[config.mk]
export PLATFORM = sky130hd
export DESIGN_NAME = reg_move_unit
export DESIGN_NICKNAME = d
export VERILOG_FILES = /design/src/rtl/reg_move_unit.sv
export SDC_FILE = /design/constraint.sdc
export NUM_CORES = 1
export LEC_CHECK = 0
export CAP_MARGIN = 30
export CELL_PAD_IN_SITES_DETAIL_PLACEMENT = 1
export CELL_PAD_IN_SITES_GLOBAL_PLACEMENT = 2
export CORE_ASPECT_RATIO = 0.75
export CORE_MARGIN = 1.5
export CORE_UTILIZATION = 35
export CTS_BUF_LIST = sky130_fd_sc_hd__clkbuf_8
export CTS_CLUSTER_DIAMETER = 60
export DETAILED_ROUTE_END_ITERATION = 6
export HOLD_SLACK_MARGIN = 0.06
export PLACE_DENSITY_LB_ADDON = 0.1
export SYNTH_ARGS = -nofsm -noshare
export SYNTH_HDL_FRONTEND = slang
export SYNTH_SLANG_ARGS = --single-unit
export TNS_END_PERCENT = 5
[constraint.sdc]
create_clock -name clk -period 3.3 [get_ports clk]
set_clock_uncertainty 0.05 [all_clocks]
set_input_delay 0.495 -clock clk [delete_from_list [all_inputs] [get_ports clk]]
set_output_delay 0.495 -clock clk [all_outputs]
set_load 0.01 [all_outputs]
[src/rtl/reg_move_unit.sv]
// Register bank with a MOV/SWAP/CLR transfer engine and an external write port.
// One write per cycle; the external port always wins over the engine.
module reg_move_unit #(
  parameter int WIDTH = 16,
  parameter int NREGS = 4,
  parameter int IDXW  = 2
) (
  input  logic                   clk,
  input  logic                   rst,
  input  logic                   instr_valid,
  output logic                   instr_ready,
  input  logic [15:0]            instruction,
  input  logic                   ext_we,
  input  logic [IDXW-1:0]        ext_idx,
  input  logic [WIDTH-1:0]       ext_data,
  input  logic [IDXW-1:0]        rd_idx,
  output logic [WIDTH-1:0]       rd_data,
  output logic [NREGS*WIDTH-1:0] regs_flat,
  output logic                   busy,
  output logic                   done,
  output logic                   err
);

  localparam logic [0:0]      ST_IDLE  = 1'b0;
  localparam logic [0:0]      ST_SWAP2 = 1'b1;
  localparam logic [7:0]      OP_MOV   = 8'h01;
  localparam logic [7:0]      OP_SWAP  = 8'h02;
  localparam logic [7:0]      OP_CLR   = 8'h03;
  localparam logic [4:0]      NREGS_F  = 5'(NREGS);
  localparam logic [IDXW:0]   NREGS_I  = (IDXW+1)'(NREGS);

  logic [WIDTH-1:0] regs_q [NREGS];
  logic [0:0]       state_q, state_d;
  logic [WIDTH-1:0] tmp_q, tmp_d;
  logic [IDXW-1:0]  swap_src_q, swap_src_d;
  logic             done_q, done_d;
  logic             err_q, err_d;

  logic [7:0]       opcode;
  logic [3:0]       dst_f, src_f;
  logic [IDXW-1:0]  dst_i, src_i;
  logic             dst_ok, src_ok, ext_ok, accept;
  logic             wr_en;
  logic [IDXW-1:0]  wr_idx;
  logic [WIDTH-1:0] wr_data;

  assign opcode = instruction[15:8];
  assign dst_f  = instruction[7:4];
  assign src_f  = instruction[3:0];
  assign dst_i  = dst_f[IDXW-1:0];
  assign src_i  = src_f[IDXW-1:0];
  assign dst_ok = {1'b0, dst_f} < NREGS_F;
  assign src_ok = {1'b0, src_f} < NREGS_F;
  assign ext_ok = {1'b0, ext_idx} < NREGS_I;

  assign instr_ready = (state_q == ST_IDLE) && !ext_we;
  assign accept      = instr_valid && instr_ready;
  assign busy        = (state_q != ST_IDLE);
  assign done        = done_q;
  assign err         = err_q;
  assign rd_data     = ({1'b0, rd_idx} < NREGS_I) ? regs_q[rd_idx] : '0;

  // accept already excludes ext_we, so the engine and the external port never collide
  always_comb begin
    state_d    = state_q;
    tmp_d      = tmp_q;
    swap_src_d = swap_src_q;
    done_d     = 1'b0;
    err_d      = 1'b0;
    wr_en      = ext_we && ext_ok;
    wr_idx     = ext_idx;
    wr_data    = ext_data;
    if (state_q == ST_SWAP2) begin
      if (!ext_we) begin
        wr_en   = 1'b1;
        wr_idx  = swap_src_q;
        wr_data = tmp_q;
        state_d = ST_IDLE;
        done_d  = 1'b1;
      end
    end else if (accept) begin
      case (opcode)
        OP_MOV: begin
          if (dst_ok && src_ok) begin
            wr_en   = 1'b1;
            wr_idx  = dst_i;
            wr_data = regs_q[src_i];
            done_d  = 1'b1;
          end else begin
            err_d = 1'b1;
          end
        end
        OP_SWAP: begin
          if (dst_ok && src_ok) begin
            wr_en      = 1'b1;
            wr_idx     = dst_i;
            wr_data    = regs_q[src_i];
            tmp_d      = regs_q[dst_i];
            swap_src_d = src_i;
            state_d    = ST_SWAP2;
          end else begin
            err_d = 1'b1;
          end
        end
        OP_CLR: begin
          if (dst_ok) begin
            wr_en   = 1'b1;
            wr_idx  = dst_i;
            wr_data = '0;
            done_d  = 1'b1;
          end else begin
            err_d = 1'b1;
          end
        end
        default: ;
      endcase
    end
  end

  always_ff @(posedge clk or posedge rst) begin
    if (rst) begin
      state_q    <= ST_IDLE;
      tmp_q      <= '0;
      swap_src_q <= '0;
      done_q     <= 1'b0;
      err_q      <= 1'b0;
    end else begin
      state_q    <= state_d;
      tmp_q      <= tmp_d;
      swap_src_q <= swap_src_d;
      done_q     <= done_d;
      err_q      <= err_d;
    end
  end

  always_ff @(posedge clk or posedge rst) begin
    if (rst) begin
      for (int i = 0; i < NREGS; i++) regs_q[i] <= '0;
    end else if (wr_en) begin
      regs_q[wr_idx] <= wr_data;
    end
  end

  for (genvar gi = 0; gi < NREGS; gi++) begin : g_flat
    assign regs_flat[gi*WIDTH +: WIDTH] = regs_q[gi];
  end

endmodule

==> load_flow_metrics.sql <==
INSERT INTO impl_metrics (metric_group, metric, value, unit) VALUES
('logic_synthesis', 'synth.yosys.seq_area_share', '0.424', ''),
('logic_synthesis', 'synth_simple_gate_area_share', '0.0382', ''),
('pwr', 'fin_total_pwr', '3250', 'uW'),
('grt', 'number_of_antenna_violations_at_the_first_check_in_global_routing', '0', ''),
('detailed_routing', 'ant_nets', '0', ''),
('clocking', 'hold_buffers', '0', ''),
('finish', 'layout.cell_area.non_filler', '6750', 'sq um'),
('sta', 'worst_slew_pin_slew', '0.612', 'ns'),
('worst_setup_path', 'cp-end-kind', 'register', ''),
('worst_setup_path', 'critical-path-top-delay-family', 'simple AND/OR/NAND/NOR gates', ''),
('worst_setup_path', 'critical_path_required', '3.55', 'ns'),
('detailed_routing', 'avgRoutedWirePerCell', '23.7', 'microns'),
('worst_setup_path', 'worst_ep_arrival_time', '3.04', 'ns'),
('logic_synthesis', 'yosys.cell_count.top_type', 'sky130_fd_sc_hd__dfrtp_1', ''),
('grt', 'number_of_global_route_vias_before_repair', '3928', ''),
('pwr', 'power.density_cell_area', '482', 'nW/um^2'),
('logic_synthesis', 'asyncSetResetFlopFracSynth', '1.00', ''),
('logic_synthesis', 'synth_cells', '333', ''),
('finish', 'layout-drive-gt1-share', '0.398', ''),
('floorplanning', 'die_w', '141', 'microns'),
('detailed_routing', 'dr_total_vias', '3643', ''),
('logic_synthesis', 'synth.area.mux_share', '0.434', ''),
('detailed_routing', 'viasPerCell', '5.72', ''),
('placement', 'port-buffer-count', '123', ''),
('grt', 'grtUsageTotal', '0.211', ''),
('logic_synthesis', 'synth_top_area_frac', '0.424', ''),
('placement', 'place_area', '6600', 'sq um'),
('logic_synthesis', 'synth_compound_area_frac', '0.0726', ''),
('worst_setup_path', 'worst_path_max_delay_cell', 'sky130_fd_sc_hd__nor4_1', ''),
('worst_setup_path', 'critPathBufInv', '2', ''),
('worst_setup_path', 'timing.critical_path.cells', 'clkdlybuf4s50_1 > nor4_1 > nand3b_1 > nor4_4 > buf_12 > a221oi_1 > a21oi_1 > mux2_2', ''),
('logic_synthesis', 'yosys_warnings', '0', ''),
('logic_synthesis', 'xor_xnor_share_of_the_synthesized_area', '0.00175', ''),
('sta', 'fin_crit_sh', '0.842', ''),
('placement', 'place.detailed.hpwl', '10100', 'microns'),
('job', 'cap_viol_max_count', '0', ''),
('logic_synthesis', 'synth_commonest_cells', 'sky130_fd_sc_hd__dfrtp_1 (85), sky130_fd_sc_hd__mux2_2 (82), sky130_fd_sc_hd__mux4_2 (48)', ''),
('detailed_routing', 'route.final.wire_length', '15100', 'microns'),
('clocking', 'clockRootBuffer', 'sky130_fd_sc_hd__clkbuf_8', ''),
('finish', 'area_growth_from_synthesis_to_layout', '34.6', '%'),
('logic_synthesis', 'syn_area_per_cell', '15.1', 'sq um'),
('logic_synthesis', 'synth_adder_area_share', '0.00224', ''),
('pwr', 'power.ir.vdd_worst', '0.000192', 'V'),
('worst_setup_path', 'reg2reg_to', 'regs_flat[7]', ''),
('grt', 'grt_remaining_overflow', '0', ''),
('sta', 'slew_headroom', '0.591', ''),
('finish', 'finalNonFillerCells', '637', ''),
('outcome', 'run_status', 'completed', ''),
('floorplanning', 'die_height', '107', 'microns'),
('sta', 'final-max-slew-violation-count', '0', ''),
('logic_synthesis', 'netlist.top_cell.by_area', 'sky130_fd_sc_hd__dfrtp_1', ''),
('detailed_routing', 'wl_met3', '762', 'microns'),
('logic_synthesis', 'synthTopCellsByArea', 'sky130_fd_sc_hd__dfrtp_1 (42%), sky130_fd_sc_hd__mux4_2 (22%), sky130_fd_sc_hd__mux2_2 (18%)', ''),
('logic_synthesis', 'mappedNetlistArea', '5020', 'sq um'),
('worst_setup_path', 'worst_r2r_path_depth', '7', ''),
('clocking', 'h-tree-depth', '3', ''),
('worst_setup_path', 'timing.setup.critical_path_class', 'input pin to register', ''),
('sta', 'setup_violations', '0', ''),
('sta', 'final.setup.tns', '0', 'ns'),
('logic_synthesis', 'synthesis.nets', '373', ''),
('placement', 'dpl.cell_count', '624', ''),
('clocking', 'post-cts-setup-buffer-count', '0', ''),
('pwr', 'cellLeakagePower', '0.00271', 'uW'),
('finish', 'fin_util', '0.488', ''),
('floorplanning', 'floorplan.rows', '37', ''),
('worst_setup_path', 'r2r-start', 'busy', ''),
('finish', 'num_antenna_cells', '0', ''),
('worst_setup_path', 'delay_contributed_by_the_slowest_stage_of_the_critical_path', '0.57', 'ns'),
('logic_synthesis', 'synth_top_family_by_area', 'multiplexers', ''),
('clocking', 'sink_count', '85', ''),
('clocking', 'clock_latency', '0.36', 'ns');
[cell type report]
class / count / area (sq um)
Clock buffer: 10 / 138
Tap cell: 175 / 219
Inverter: 3 / 12.5
Multi-Input combinational cell: 218 / 2770
Timing Repair Buffer: 143 / 1470
Fill cell: 1405 / 7090
Clock inverter: 3 / 16.3
Sequential cell: 85 / 2130
[power breakdown]
part / total, uW / switching, uW / leakage (uW) / internal (uW)
clock network: 643 / 365 / 0.0000813 / 278
registers: 1410 / 210 / 0.00105 / 1200
logic: 1200 / 411 / 0.00158 / 787
total: 3250 / 986 / 0.00271 / 2270
[worst max path at each step]
stage / from / to / slack, ns / depth (start not counted)
after floorplan: rst / busy / 0.56 / 1
after CTS: rd_idx[0] / rd_data[8] / 0.50 / 4
final: instruction[6] / regs_flat[7] / 0.52 / 8
after detailed placement: instruction[6] / regs_flat[21] / 0.20 / 8
after global routing: instruction[6] / regs_flat[46] / 0.36 / 8
after global placement: instruction[14] / regs_flat[52] / 0.26 / 8
[layout by cell type, fill, tap and decap left out, types with 2 or more instances in the layout]
cell                              instances
sky130_fd_sc_hd__clkdlybuf4s50_1        121
sky130_fd_sc_hd__dfrtp_1                 84
sky130_fd_sc_hd__mux2_2                  82
sky130_fd_sc_hd__mux4_2                  48
sky130_fd_sc_hd__mux2i_1                 17
sky130_fd_sc_hd__a221oi_1                16
sky130_fd_sc_hd__a21oi_1                 13
sky130_fd_sc_hd__buf_4                   12
sky130_fd_sc_hd__clkbuf_8                10
sky130_fd_sc_hd__buf_12                   8
sky130_fd_sc_hd__nor2_1                   6
sky130_fd_sc_hd__a21oi_2                  5
sky130_fd_sc_hd__inv_1                    3
sky130_fd_sc_hd__nand2_1                  3
sky130_fd_sc_hd__nor3_1                   2
sky130_fd_sc_hd__nand3_1                  2
sky130_fd_sc_hd__nand3_2                  2
sky130_fd_sc_hd__clkinv_2                 2
sky130_fd_sc_hd__buf_2                    2
[sequential cells by signal, summed over array words and instances, names as in the netlist]
signal / flops
busy: 1
done: 1
err: 1
regs_flat: 64
swap_src_q: 2
tmp_q: 16
[kinds of logic after synthesis]
logic type | after synthesis
AOI/OAI and AO/OA | 45
xor gates and xnor gates | 1
adders and majority gates | 1
buffers and inverters | 30
DFF | 85
muxes | 147
and+or+nand+nor | 24
[through the flow]
| step | setup slack (ns) | hold WS [ns] |
|---|---|---|
| floorplan | 0.562 | 0.430 |
| global placement | 0.258 | 0.440 |
| detailed placement | 0.203 | 0.446 |
| CTS | 0.499 | 0.453 |
| global route | 0.362 | 0.476 |
| finish | 0.520 | 0.454 |
[routing by layer]
metal	track usage	up-vias
met5	0	-
met4	0.0484	0
met3	0.0460	13
met2	0.349	93
met1	0.285	1948
li1	-	1589
Note: power is estimated with default switching activity, not from simulation.
